[config.mk]
export PLATFORM = sky130hd
export DESIGN_NAME = expr_string_tx
export DESIGN_NICKNAME = d
export VERILOG_FILES = /design/src/rtl/expr_pkg.sv /design/src/rtl/expr_req_check.sv /design/src/rtl/expr_string_tx.sv
export SDC_FILE = /design/constraint.sdc
export NUM_CORES = 1
export LEC_CHECK = 0
export ABC_CLOCK_PERIOD_IN_PS = 4650
export BUFFER_PORTS_ARGS = -buffer_cell sky130_fd_sc_hd__buf_2
export CAP_MARGIN = 30
export CORE_AREA = 4 4 88 90
export CTS_BUF_LIST = sky130_fd_sc_hd__clkbuf_8
export CTS_CLUSTER_DIAMETER = 30
export DETAILED_ROUTE_END_ITERATION = 10
export DIE_AREA = 0 0 92 94
export PLACE_DENSITY_LB_ADDON = 0.08
export SYNTH_ARGS = -nofsm -noshare
export SYNTH_HDL_FRONTEND = slang
export SYNTH_SLANG_ARGS = --single-unit
[constraint.sdc]
create_clock -name clk -period 4.65 [get_ports clk]
set_input_delay 0.2325 -clock clk [delete_from_list [all_inputs] [get_ports clk]]
set_output_delay 0.2325 -clock clk [all_outputs]
set_load 0.02 [all_outputs]
[src/rtl/expr_pkg.sv]
// -----------------------------------------------------------------------------
// expr_pkg
// Shared definitions for expression-string producers and consumers:
//   - ASCII constants for the characters an expression string can contain
//   - operator encoding (0 = plus, 1 = mul)
//   - transmitter FSM state enum
//   - small helpers that map a digit / operator bit to its ASCII character
// -----------------------------------------------------------------------------
package expr_pkg;

  localparam logic [7:0] CH_ZERO = 8'h30;
  localparam logic [7:0] CH_PLUS = 8'h2B;
  localparam logic [7:0] CH_MUL  = 8'h2A;
  localparam logic [7:0] CH_EQ   = 8'h3D;

  typedef enum logic {
    OP_PLUS = 1'b0,
    OP_MUL  = 1'b1
  } op_e;

  typedef enum logic [2:0] {
    ST_IDLE,
    ST_DIGIT,
    ST_OP,
    ST_TERM,
    ST_FIN
  } tx_state_e;

  function automatic logic [7:0] digit_char(input logic [3:0] d);
    return CH_ZERO + {4'h0, d};
  endfunction

  function automatic logic [7:0] op_char(input logic op);
    return (op == OP_MUL) ? CH_MUL : CH_PLUS;
  endfunction

endpackage

[src/rtl/expr_req_check.sv]
// -----------------------------------------------------------------------------
// expr_req_check
// Combinational validity check for an expression request.
//   len    : operand count, legal range 1..MAX_TERMS
//   digits : operand i in bits [4i+3:4i], legal values 0..9
//   req_ok : 1 when len is in range and every operand below len is a decimal
//            digit; operands at positions >= len are don't-care.
// -----------------------------------------------------------------------------
module expr_req_check #(
  parameter int MAX_TERMS = 8,
  parameter int LEN_W     = $clog2(MAX_TERMS + 1)
) (
  input  logic [LEN_W-1:0]       len,
  input  logic [4*MAX_TERMS-1:0] digits,
  output logic                   req_ok
);

  // NOTE: req_ok gets a full assignment before the loop can only clear it,
  // so every path through the block drives it and no latch is inferred.
  always_comb begin
    req_ok = (len != '0) && (len <= LEN_W'(MAX_TERMS));
    for (int i = 0; i < MAX_TERMS; i++) begin
      if ((LEN_W'(i) < len) && (digits[4*i +: 4] > 4'd9)) begin
        req_ok = 1'b0;
      end
    end
  end

endmodule

[src/rtl/expr_string_tx.sv]
// -----------------------------------------------------------------------------
// expr_string_tx
// Serialises a latched expression (operands + operators) into an ASCII
// character stream of the form  digit (op digit)* ['=']  over a valid/ready
// handshake, one character per accepted beat.
//
// Ports
//   clk        rising-edge clock
//   clr        synchronous active-high reset, dominates all other inputs
//   start      transmit request, sampled only in IDLE
//   len        operand count (1..MAX_TERMS)
//   digits     operand i in bits [4i+3:4i]
//   ops        bit i = operator between operand i and i+1 (0 '+', 1 '*')
//   out_char   ASCII character, 8'h00 whenever out_valid is low
//   out_valid  out_char holds a character
//   out_ready  consumer accepts the character when out_valid && out_ready
//   busy       FSM is outside IDLE
//   done       one-cycle pulse after the last character is accepted
//   err        one-cycle pulse when a start request is rejected
//
// All outputs come straight from flops; out_ready only steers the next state.
// -----------------------------------------------------------------------------
module expr_string_tx
  import expr_pkg::*;
#(
  parameter int MAX_TERMS = 8,
  parameter bit TERM_EN   = 1'b1,
  parameter int LEN_W     = $clog2(MAX_TERMS + 1),
  parameter int OPS_W     = (MAX_TERMS > 1) ? MAX_TERMS - 1 : 1
) (
  input  logic                   clk,
  input  logic                   clr,
  input  logic                   start,
  input  logic [LEN_W-1:0]       len,
  input  logic [4*MAX_TERMS-1:0] digits,
  input  logic [OPS_W-1:0]       ops,
  output logic [7:0]             out_char,
  output logic                   out_valid,
  input  logic                   out_ready,
  output logic                   busy,
  output logic                   done,
  output logic                   err
);

  tx_state_e              state_q;
  logic [LEN_W-1:0]       idx_q;
  logic [LEN_W-1:0]       len_q;
  logic [4*MAX_TERMS-1:0] digits_q;
  logic [OPS_W-1:0]       ops_q;
  logic [7:0]             out_char_q;
  logic                   out_valid_q;
  logic                   busy_q;
  logic                   done_q;
  logic                   err_q;

  logic                   req_ok;
  logic                   accept;
  logic [LEN_W-1:0]       idx_d;
  logic [LEN_W-1:0]       last_idx;
  logic [3:0]             next_digit;
  logic                   cur_op;

  expr_req_check #(
    .MAX_TERMS (MAX_TERMS),
    .LEN_W     (LEN_W)
  ) u_req_check (
    .len    (len),
    .digits (digits),
    .req_ok (req_ok)
  );

  assign accept     = out_valid_q & out_ready;
  assign idx_d      = idx_q + LEN_W'(1);
  assign last_idx   = len_q - LEN_W'(1);
  // Shifts instead of variable part-selects keep the index width independent
  // of the vector width.
  assign next_digit = 4'(digits_q >> {idx_d, 2'b00});
  assign cur_op     = 1'(ops_q >> idx_q);

  // NOTE: all state in this block uses non-blocking assignments so every
  // register samples the pre-edge values of the others, like real flops.
  always_ff @(posedge clk) begin
    if (clr) begin
      state_q     <= ST_IDLE;
      idx_q       <= '0;
      out_char_q  <= 8'h00;
      out_valid_q <= 1'b0;
      busy_q      <= 1'b0;
      done_q      <= 1'b0;
      err_q       <= 1'b0;
    end else begin
      done_q <= 1'b0;
      err_q  <= 1'b0;
      unique case (state_q)
        ST_IDLE: begin
          if (start) begin
            if (req_ok) begin
              // NOTE: the operand registers are left out of reset; they are
              // only ever read after this load, so resetting them buys nothing.
              len_q       <= len;
              digits_q    <= digits;
              ops_q       <= ops;
              idx_q       <= '0;
              state_q     <= ST_DIGIT;
              out_valid_q <= 1'b1;
              out_char_q  <= digit_char(digits[3:0]);
              busy_q      <= 1'b1;
            end else begin
              err_q <= 1'b1;
            end
          end
        end

        ST_DIGIT: begin
          if (accept) begin
            if (idx_q == last_idx) begin
              if (TERM_EN) begin
                state_q    <= ST_TERM;
                out_char_q <= CH_EQ;
              end else begin
                state_q     <= ST_FIN;
                out_valid_q <= 1'b0;
                out_char_q  <= 8'h00;
                done_q      <= 1'b1;
              end
            end else begin
              state_q    <= ST_OP;
              out_char_q <= op_char(cur_op);
            end
          end
        end

        ST_OP: begin
          if (accept) begin
            idx_q      <= idx_d;
            state_q    <= ST_DIGIT;
            out_char_q <= digit_char(next_digit);
          end
        end

        ST_TERM: begin
          if (accept) begin
            state_q     <= ST_FIN;
            out_valid_q <= 1'b0;
            out_char_q  <= 8'h00;
            done_q      <= 1'b1;
          end
        end

        ST_FIN: begin
          state_q <= ST_IDLE;
          busy_q  <= 1'b0;
        end

        default: begin
          state_q     <= ST_IDLE;
          out_valid_q <= 1'b0;
          out_char_q  <= 8'h00;
          busy_q      <= 1'b0;
        end
      endcase
    end
  end

  assign out_char  = out_char_q;
  assign out_valid = out_valid_q;
  assign busy      = busy_q;
  assign done      = done_q;
  assign err       = err_q;

endmodule

# After elaboration in Yosys (flattened, before gate mapping)

Cells that the tools add are included.

Bits of input ports: 47
Bits in registers: 62
Word-level logic and storage cells: 107
Output and inout port bits: 12

Add/subtract/negate cells: 4
Equality and inequality tests: 10
Muxes and demuxes: 34
Bitwise gates (word level): 8
Shift operators: 2
Reductions and logical operators: 22
$lt $le $gt $ge: 17

Operators by type and width:

| kind                                                                 | count |
|---|---|
| 8-bit 2-to-1 mux                                                     | 5 |
| 8-bit one-hot mux with 5 select lines                                | 1 |
| 4-bit > comparator (second input constant)                           | 8 |
| 32-bit by 6-bit right shift with 4-bit output                        | 1 |
| 3-bit by 4-bit < comparator with 1-bit output (first input constant) | 4 |
| 1-bit 2-to-1 mux                                                     | 15 |
| 3-bit 2-to-1 mux                                                     | 5 |
| 6-bit by 4-bit adder with 7-bit output (first input constant)        | 2 |
| 4-bit 2-to-1 mux                                                     | 3 |
| 3-bit one-hot mux with 4 select lines                                | 1 |
| 4-bit AND reduction                                                  | 3 |
| 2-bit != test (second input constant)                                | 5 |
| 1-bit logical AND                                                    | 9 |
| 3-bit OR reduction                                                   | 3 |
| 1-bit by 4-bit < comparator with 1-bit output (first input constant) | 2 |
| 2-bit by 4-bit < comparator with 1-bit output (first input constant) | 2 |
| 4-bit one-hot mux with 2 select lines                                | 1 |
| 1-bit inverter                                                       | 7 |
| 7-bit by 4-bit right shift with 1-bit output                         | 1 |
| 3-bit by 2-bit == test with 1-bit output (second input constant)     | 2 |
| 6-bit AND reduction                                                  | 1 |
| 5-bit 2-to-1 mux                                                     | 1 |
| 5-bit AND reduction                                                  | 1 |
| 4-bit by 1-bit adder with 4-bit output (second input constant)       | 1 |
| other kinds (13)                                                     | 13 |

# Logic depth before layout (Yosys ltp)

Gate-level depths: netlist (run 1).

Depth in word-level cells: 13
Depth in mapped cells: 8

# Modules after synthesis

A second synthesis (run 1) with hierarchy kept.

Cell total of the unflattened synthesis: 206
Area total of the unflattened synthesis: 2651.3 um^2

By module, submodules not included:

| module         | area an instance (um^2) | cells each | instances |
|---|---|---|---|
| expr_string_tx | 2522.4                  | 184        | 1 |
| expr_req_check | 128.9                   | 22         | 1 |

# Least setup slack after synthesis (run 1)

Ideal clock, no wire load.

Kind: input -> register
From: input port len[1]
To: register digits_q[0] (enable)
Cell stages on the path: 5
Library setup time: 0.443 ns
Path buffers: 0
Arrival: 2.936 ns
Slack: 1.270 ns
Cell sequence: nor4b_2 > o22ai_1 > o32ai_2 > nand3_1 > nor2_1

Longest elaborated chain between the ends: 11
Elaborated cells between the ends (all ways): 28
Classes of those cells: order compare (9); mux (8); reduce/logical (11)

Ends and longest elaborated chain:

| element                                                      | line                                       | text |
|---|---|---|
| from (decl)                                                  | expr_string_tx.sv:34                       | `input logic [LEN_W-1:0] len,` |
| 4-bit less-or-equal comparator, or another cell as far along | expr_req_check.sv:21                       | `req_ok = (len != '0) && (len <= LEN_W'(MAX_TERMS));` |
| 1-bit logical AND, on equally long branches                  | expr_req_check.sv:21, expr_req_check.sv:23 |  |
| 1-bit 2-to-1 mux (7 in a row)                                | expr_req_check.sv:23                       | `if ((LEN_W'(i) < len) && (digits[4*i +: 4] > 4'd9)) begin` |
| 1-bit 2-to-1 mux (*)                                         | expr_req_check.sv:23                       |  |
| 4-bit AND reduction (no line) (*)                            | -                                          |  |
| to (signal assigned)                                         | expr_string_tx.sv:101                      | `digits_q <= digits;` |
| to (decl)                                                    | expr_string_tx.sv:48                       | `logic [4*MAX_TERMS-1:0] digits_q;` |

Mark *: on every way between the ends. The rest lies on a longest branch, timed or not.
A chain may end at the register's enable or synchronous reset.

# Worst setup path in the final report (run 1)

From: register idx_q[0]
To: register out_char_q[0] (netlist: out_char[0])

Longest elaborated chain between the ends: 5
Elaborated cells between the ends (all ways): 10
Classes of those cells: add/sub (2); eq/ne (1); shift (2); mux (5)

Ends and longest elaborated chain:

| element                                                                                                | line                                         | text |
|---|---|---|
| from (decl)                                                                                            | expr_string_tx.sv:46                         | `logic [LEN_W-1:0] idx_q;` |
| from (signal assigned)                                                                                 | expr_string_tx.sv:135                        | `idx_q <= idx_d;` |
| 4-bit by 1-bit adder with 4-bit output or 7-bit by 4-bit right shift with 1-bit output (tied branches) | expr_string_tx.sv:73, expr_string_tx.sv:78   |  |
| 32-bit by 6-bit right shift with 4-bit output or 1-bit 2-to-1 mux (tied branches)                      | expr_string_tx.sv:77, expr_pkg.sv:34         |  |
| 6-bit by 4-bit adder with 7-bit output or 5-bit 2-to-1 mux (tied branches)                             | expr_pkg.sv:30, expr_string_tx.sv:116        |  |
| 8-bit 2-to-1 mux, on equally long branches                                                             | expr_string_tx.sv:134, expr_string_tx.sv:115 |  |
| 8-bit one-hot mux with 5 select lines (*)                                                              | expr_string_tx.sv:94                         | `unique case (state_q)` |
| to (signal assigned)                                                                                   | expr_string_tx.sv:106                        | `out_char_q <= digit_char(digits[3:0]);` |
| to (signal assigned)                                                                                   | expr_string_tx.sv:128                        | `out_char_q <= op_char(cur_op);` |
| to (signal assigned)                                                                                   | expr_string_tx.sv:137                        | `out_char_q <= digit_char(next_digit);` |
| to (decl)                                                                                              | expr_string_tx.sv:50                         | `logic [7:0] out_char_q;` |

Mark *: on every way between the ends. The rest lies on a longest branch, timed or not. The select of a mux whose other input is x is not followed.

==> results of run 1 <==
-- per-layer routing --
| layer | vias up | track usage | wire length, um |
|---|---|---|---|
| met4 | 0 | 0.0631 | 69 |
| met2 | 39 | 0.234 | 2890 |
| li1 | 912 | - | - |
| met3 | 7 | 0.0457 | 212 |
| met1 | 900 | 0.182 | 2570 |
| met5 | - | 0 | 0 |
-- worst max-delay path: cells and delay by family, from the launching register on --
family                   cells  cell delay (ps)
flip-flops                   1              840
XOR/XNOR                     1              510
multiplexers                 1              370
adder cells (fa/ha/maj)      1              310
AND/OR/NAND/NOR              2              240
AO/OA/AOI/OAI                1               80
-- flip-flops by register name, indices dropped and copies added, names as in the netlist --
name       cells
ops_q          7
len_q          4
digits_q      32
out_char       6
idx_q          4
out_valid      1
state_q        3
err            1
done           1
busy           1
-- power by group --
| group | total [W] | internal, W | switching (W) |
|---|---|---|---|
| clock | 0.000574 | 0.000359 | 0.000215 |
| sequential | 0.000581 | 0.000578 | 0.00000311 |
| combinational | 0.0000672 | 0.0000296 | 0.0000376 |
| total | 0.00122 | 0.000967 | 0.000256 |
-- cell families after synthesis --
family	Yosys count
flip-flops	60
multiplexers	19
AO/OA/AOI/OAI	47
adder cells (fa/ha/maj)	2
other	1
AND/OR/NAND/NOR	52
XOR/XNOR	6
buffers and inverters	16
-- final timing paths --
path / cells after the start / start / to / slack, ps
max: 6 / idx_q[0] / out_char[0] / 2190
min: 1 / ops[1] / ops_q[1] / 70
max reg2reg: 6 / idx_q[0] / out_char[0] / 2190
min reg2reg: 1 / out_char[5] / out_char[5] / 450
-- layout make-up --
type / count / area, um^2 / area share
Clock buffer: 9 / 124 / 0.0368
Clock inverter: 7 / 125 / 0.0372
Inverter: 5 / 18.8 / 0.00558
Multi-Input combinational cell: 128 / 1040 / 0.310
Sequential cell: 60 / 1630 / 0.485
Tap cell: 99 / 124 / 0.0368
Timing Repair Buffer: 57 / 300 / 0.0892
-- synthesized netlist by cell type, types with 2 or more instances --
cell / n
o21ai_0: 9
xor2_1: 3
a22oi_1: 2
o32ai_1: 2
mux2i_1: 9
nand3_1: 9
and3_1: 2
nand2b_1: 3
buf_4: 2
nor3_1: 7
ha_1: 2
inv_1: 5
nand2_1: 6
dfxtp_1: 17
o2bb2ai_1: 4
or2_2: 3
mux4_2: 9
xnor2_1: 3
clkbuf_1: 7
a31oi_1: 2
and4_1: 2
o22ai_1: 2
edfxtp_1: 43
a21oi_1: 10
o21a_1: 3
buf_2: 2
nor3b_1: 3
nor2_1: 10
-- per-stage QoR --
step | utilization | worst slack (ps)
4_1_cts | 0.477 | 2140
2_1_floorplan | - | 1270
5_1_grt | 0.477 | 2040
6_report | 0.477 | 2190
3_5_place_dp | 0.442 | 2140
3_3_place_gp | 0.439 | 1900
==> impl_metrics.py, run 1 <==
metrics = {
    "cells_and_area": {
        "final_cells": 365,
        "post-route-cell-area_um2": 3370,
        "area_delta_synth_final_pct": 23.2,
        "drive_gt1_frac": 0.353,
        "layout_commonest_cell": "buf_2",
        "final_net_count": 310,
        "final_cell_mix": "buf_2 (56), edfxtp_1 (43), dfxtp_1 (17)",
        "antenna_cells": 0,
        "fillers": 657,
    },
    "logic_synthesis": {
        "netlist.top_cell.by_area": "edfxtp_1",
        "synthCells": 203,
        "synthXorXnorAreaFrac": 0.0192,
        "synthSimpleGateAreaFrac": 0.110,
        "synth-edff-count": 43,
        "avgSynthCellArea_um2": 13.5,
        "yosys_most_used_dff": "edfxtp_1",
        "synth_top_area_share": 0.473,
        "synth_seq_cells": 60,
        "yosys.area_share.adder": 0.00916,
        "synth_area_leaders": "edfxtp_1 (47%), dfxtp_1 (12%), mux4_2 (7.4%), mux2i_1 (3.3%), a21oi_1 (1.8%)",
        "syn-cell-area_um2": 2730,
        "seq_area_frac_synth": 0.597,
        "synth_compound_area_frac": 0.126,
        "synth_cell_types": 50,
        "synthMuxAreaShare": 0.111,
        "synth_top_family_by_area": "compound AO/OA/AOI/OAI gates",
        "ys_warn_count": 0,
        "async_flop_share": 0,
    },
    "min_path": {
        "worstHoldPathType": "primary input to flip-flop",
    },
    "critical_path": {
        "cp_slowest_stage_delay_ps": 840,
        "critPathRequiredTime_ps": 4870,
        "crit_path_top_delay_cell": "dfxtp_1",
        "crit_path_frequent_cell": "nor2_1",
        "critical_path.cell_chain": "ha_1 > xor2_1 > mux2i_1 > nor2_1 > nor2_1 > o2bb2ai_1",
        "crit_fanout": 13,
        "path_class": "flip-flop to flip-flop",
        "startpoint_type": "flip-flop",
        "worstPathArrival_ps": 2680,
        "end_kind": "flip-flop",
    },
    "clock_tree": {
        "post_cts_buffers": 0,
        "clk_pin_slew_ps": 70,
        "cts_sinks": 60,
        "cts_resized": 0,
        "cts_buffers": 9,
        "htreeDepth": 3,
        "root_buffer": "clkbuf_8",
        "cts_max_path_buffers": 2,
        "cts_tree": "built",
        "clk_latency_ps": 340,
        "ctsHoldBuffers": 0,
    },
    "placed_design": {
        "place_inst": 349,
        "hpwl_mm": 4.32,
        "port_buffers": 56,
        "placed_area_um2": 3120,
        "gp_congestion": 0.728,
    },
    "flow_run": {
        "drv_cap": 0,
    },
    "sta": {
        "slew_headroom": 0.466,
        "rsz0062_at_grt": "no",
        "drv_slew": 0,
        "whs_ps": 67.4,
        "skew_ps": 9.56,
        "setup_viol": 0,
        "hold_violations": 0,
        "min_period_ps": 2460,
        "fmax_mhz": 407,
        "fin_tns_setup_ps": 0,
        "worst_slew_pin_slew_ps": 799,
        "min_period_over_period": 0.528,
    },
    "global_routing": {
        "grt_max_degree": 27,
        "grt_pass1_vias": 1867,
        "antenna_found_initial": 0,
        "grt_pass1_wl_mm": 9.30,
        "grt_overflow_total": 0,
        "track_usage": 0.146,
    },
    "route": {
        "initialDrtViolationCount": 107,
        "dr.pass1.iters": 6,
        "drc": 0,
        "routed_wl_mm": 5.74,
        "wl_per_cell_um": 15.7,
        "antenna_left": 0,
        "dr_total_vias": 1858,
        "vias_per_cell": 5.09,
    },
    "floorplan": {
        "die_h_um": 94,
        "row_count": 31,
        "dieArea_um2": 8650,
        "coreArea_um2": 7060,
        "die_w_um": 92,
        "start_util": 0.387,
        "num_io_pins": 59,
    },
    "power_and_ir_drop": {
        "p_total_w": 0.00122,
        "power_per_cell_area_nw_per_um2": 363,
        "cellLeakagePower_nw": 1.22,
        "peakVddDrop_mv": 0.232,
    },
    "run_status": {
        "outcome": "finished clean",
    },
}
No activity file was read; power rests on OpenSTA's default activity.
==> run 2: changes to the inputs <==
--- a/config.mk
+++ b/config.mk
@@ -5,14 +5,15 @@
 export SDC_FILE = /design/constraint.sdc
 export NUM_CORES = 1
 export LEC_CHECK = 0
-export ABC_CLOCK_PERIOD_IN_PS = 4650
+export ABC_AREA = 1
+export ABC_CLOCK_PERIOD_IN_PS = 2390
 export BUFFER_PORTS_ARGS = -buffer_cell sky130_fd_sc_hd__buf_2
 export CAP_MARGIN = 30
-export CORE_AREA = 4 4 88 90
+export CORE_AREA = 4 4 91 93
 export CTS_BUF_LIST = sky130_fd_sc_hd__clkbuf_8
 export CTS_CLUSTER_DIAMETER = 30
 export DETAILED_ROUTE_END_ITERATION = 10
-export DIE_AREA = 0 0 92 94
+export DIE_AREA = 0 0 95 97
 export PLACE_DENSITY_LB_ADDON = 0.08
 export SYNTH_ARGS = -nofsm -noshare
 export SYNTH_HDL_FRONTEND = slang
==> constraint.sdc (replaced) <==
create_clock -name clk -period 2.39 [get_ports clk]
set_input_delay 0.1195 -clock clk [delete_from_list [all_inputs] [get_ports clk]]
set_output_delay 0.1195 -clock clk [all_outputs]
set_load 0.02 [all_outputs]
==> impl_metrics.py, run 2 <==
metrics = {
    "run_status": {
        "outcome": "finished clean",
    },
    "logic_synthesis": {
        "ys_warn_count": 0,
        "avgSynthCellArea_um2": 8.93,
        "synth-edff-count": 43,
        "netlist.top_cell.by_area": "edfxtp_1",
        "synthCells": 329,
        "yosys_most_used_dff": "edfxtp_1",
        "synth_common_cells": "nand2_1 (69), nor2_1 (52), edfxtp_1 (43), nand3_1 (34), inv_1 (23)",
        "synth_seq_cells": 60,
        "synth_area_leaders": "edfxtp_1 (44%), dfxtp_1 (12%), nand2_1 (8.8%), nor2_1 (6.6%), nand3_1 (5.8%)",
        "seq_area_frac_synth": 0.555,
        "syn-cell-area_um2": 2940,
        "synth_most_common_cell": "nand2_1",
        "synth_top_area_share": 0.440,
        "synth_cell_types": 36,
        "async_flop_share": 0,
    },
    "clock_tree": {
        "htreeDepth": 3,
        "ctsHoldBuffers": 39,
        "clk_pin_slew_ps": 70,
        "cts_sinks": 60,
        "clk_latency_ps": 340,
        "cts_max_path_buffers": 2,
        "cts_buffers": 9,
        "post_cts_buffers": 0,
        "cts_resized": 0,
        "root_buffer": "clkbuf_8",
        "cts_tree": "built",
    },
    "power_and_ir_drop": {
        "power_per_cell_area_nw_per_um2": 573,
        "peakVddDrop_mv": 0.291,
        "cellLeakagePower_nw": 1.61,
        "p_total_w": 0.00222,
    },
    "floorplan": {
        "die_w_um": 95,
        "die_h_um": 97,
        "coreArea_um2": 7530,
        "row_count": 32,
        "start_util": 0.390,
        "dieArea_um2": 9220,
        "num_io_pins": 59,
    },
    "sta": {
        "hold_violations": 0,
        "setup_viol": 0,
        "fin_tns_setup_ps": 0,
        "drv_slew": 0,
        "skew_ps": 8.44,
        "min_period_over_period": 0.790,
        "rsz0062_at_grt": "no",
        "layout_setup_ws_ps": 501,
        "min_period_ps": 1890,
        "fmax_mhz": 529,
    },
    "min_path": {
        "hold_depth": 1,
        "min_to": "digits_q[2]",
        "hp-start": "digits[2]",
        "worstHoldPathType": "primary input to flip-flop",
    },
    "critical_path": {
        "worstPathArrival_ps": 2160,
        "path_class": "flip-flop to flip-flop",
        "critPathRequiredTime_ps": 2660,
        "end_kind": "flip-flop",
        "r2r-end": "out_char[2]",
        "crit_fanout": 14,
        "startpoint_type": "flip-flop",
        "worstReg2RegStart": "idx_q[1]",
        "r2r_slack_ps": 500,
        "rr_worst_depth": 9,
    },
    "global_routing": {
        "grt_max_degree": 44,
        "grt_pass1_vias": 2484,
        "grt_pass1_wl_mm": 11.8,
        "grt_overflow_total": 0,
        "antenna_found_initial": 0,
        "track_usage": 0.167,
    },
    "placed_design": {
        "hpwl_mm": 4.97,
        "preCtsSetupSlack_ps": 483,
        "placed_area_um2": 3310,
        "gp_congestion": 0.791,
        "port_buffers": 56,
    },
    "cells_and_area": {
        "largest_register": "digits_q",
        "largest_reg_flops": 32,
        "final_net_count": 473,
        "final_cell_mix": "nand2_1 (69), buf_2 (56), nor2_1 (51)",
        "antenna_cells": 0,
        "fillers": 754,
        "drive_gt1_frac": 0.231,
        "post-route-cell-area_um2": 3870,
        "ff_latch_area_um2": 1630,
        "multiInputGateArea_um2": 1120,
        "area_delta_synth_final_pct": 31.9,
        "layout_commonest_cell": "nand2_1",
    },
    "route": {
        "dr_total_vias": 2506,
        "antenna_left": 0,
        "initialDrtViolationCount": 125,
        "dr.pass1.iters": 4,
        "vias_per_cell": 4.72,
        "routed_wl_mm": 7.09,
        "drc": 0,
        "wl_per_cell_um": 13.3,
    },
    "flow_run": {
        "drv_cap": 0,
    },
}
run 2: cell types whose count changed in the layout (fill, tap and decap cells not counted), sizes merged, moves of 4 or more:
cell         change
nand2           +66
mux4             -9
mux2i            -9
inv             +26
o21ai            +8
o2bb2ai          -4
dlygate4sd3     +39
nand3           +28
o211ai           +4
nor2            +46
run 2: area by class of cell:
cell class / instances / share of cell area
Inverter: 30 / 0.0291
Tap cell: 102 / 0.0329
Sequential cell: 60 / 0.421
Clock buffer: 9 / 0.0320
Timing Repair Buffer: 98 / 0.182
Multi-Input combinational cell: 225 / 0.289
Clock inverter: 7 / 0.0136
run 2: layer usage:
metal | wire length, um | global-route usage
met4 | 102 | 0.0655
met3 | 321 | 0.0319
met1 | 3190 | 0.217
met2 | 3470 | 0.270
met5 | 0 | 0
run 2: cell families after synthesis:
kind of cell	after synthesis	synth area share
buffers and inverters	45	0.0673
xor gates and xnor gates	5	0.0175
AOI/OAI and AO/OA	37	0.0775
other	1	0.00128
and+or+nand+nor	179	0.273
adders and majority gates	2	0.00852
DFF	60	0.555
run 2: worst max path at each step:
stage	depth (start not counted)	slack (ps)	startpoint	end
6_report	9	500	idx_q[1]	out_char[2]
5_1_grt	9	290	idx_q[1]	out_char[2]
4_1_cts	9	490	idx_q[1]	out_char[2]
3_5_place_dp	9	480	idx_q[1]	out_char[2]
3_3_place_gp	9	540	idx_q[1]	out_char[2]
2_1_floorplan	4	280	state_q[2]	digits_q[0]
run 2: worst max-delay path, stage by stage, from the launching register on:
cell	delay (ps)
dfxtp_1	400
ha_1	590
inv_1	150
nor2_1	120
o21ai_0	80
nand3_1	100
nand3_1	90
nand3_1	90
nand3_1	70
a21oi_1	140
run 2: through the flow:
stage	std cells	utilization	hold WS, ps
floorplan	330	-	218
global placement	476	0.439	297
detailed placement	476	0.439	298
CTS	531	0.515	1.23
global route	531	0.515	8.42
finish	531	0.515	16.6
run 2: where the power goes:
part	total [W]	leakage, nW	internal, W	switching [W]
Sequential	0.00114	0.525	0.00113	0.0000120
Combinational	0.000263	0.997	0.000124	0.000139
Clock	0.000815	0.0896	0.000380	0.000434
Total	0.00222	1.61	0.00163	0.000585
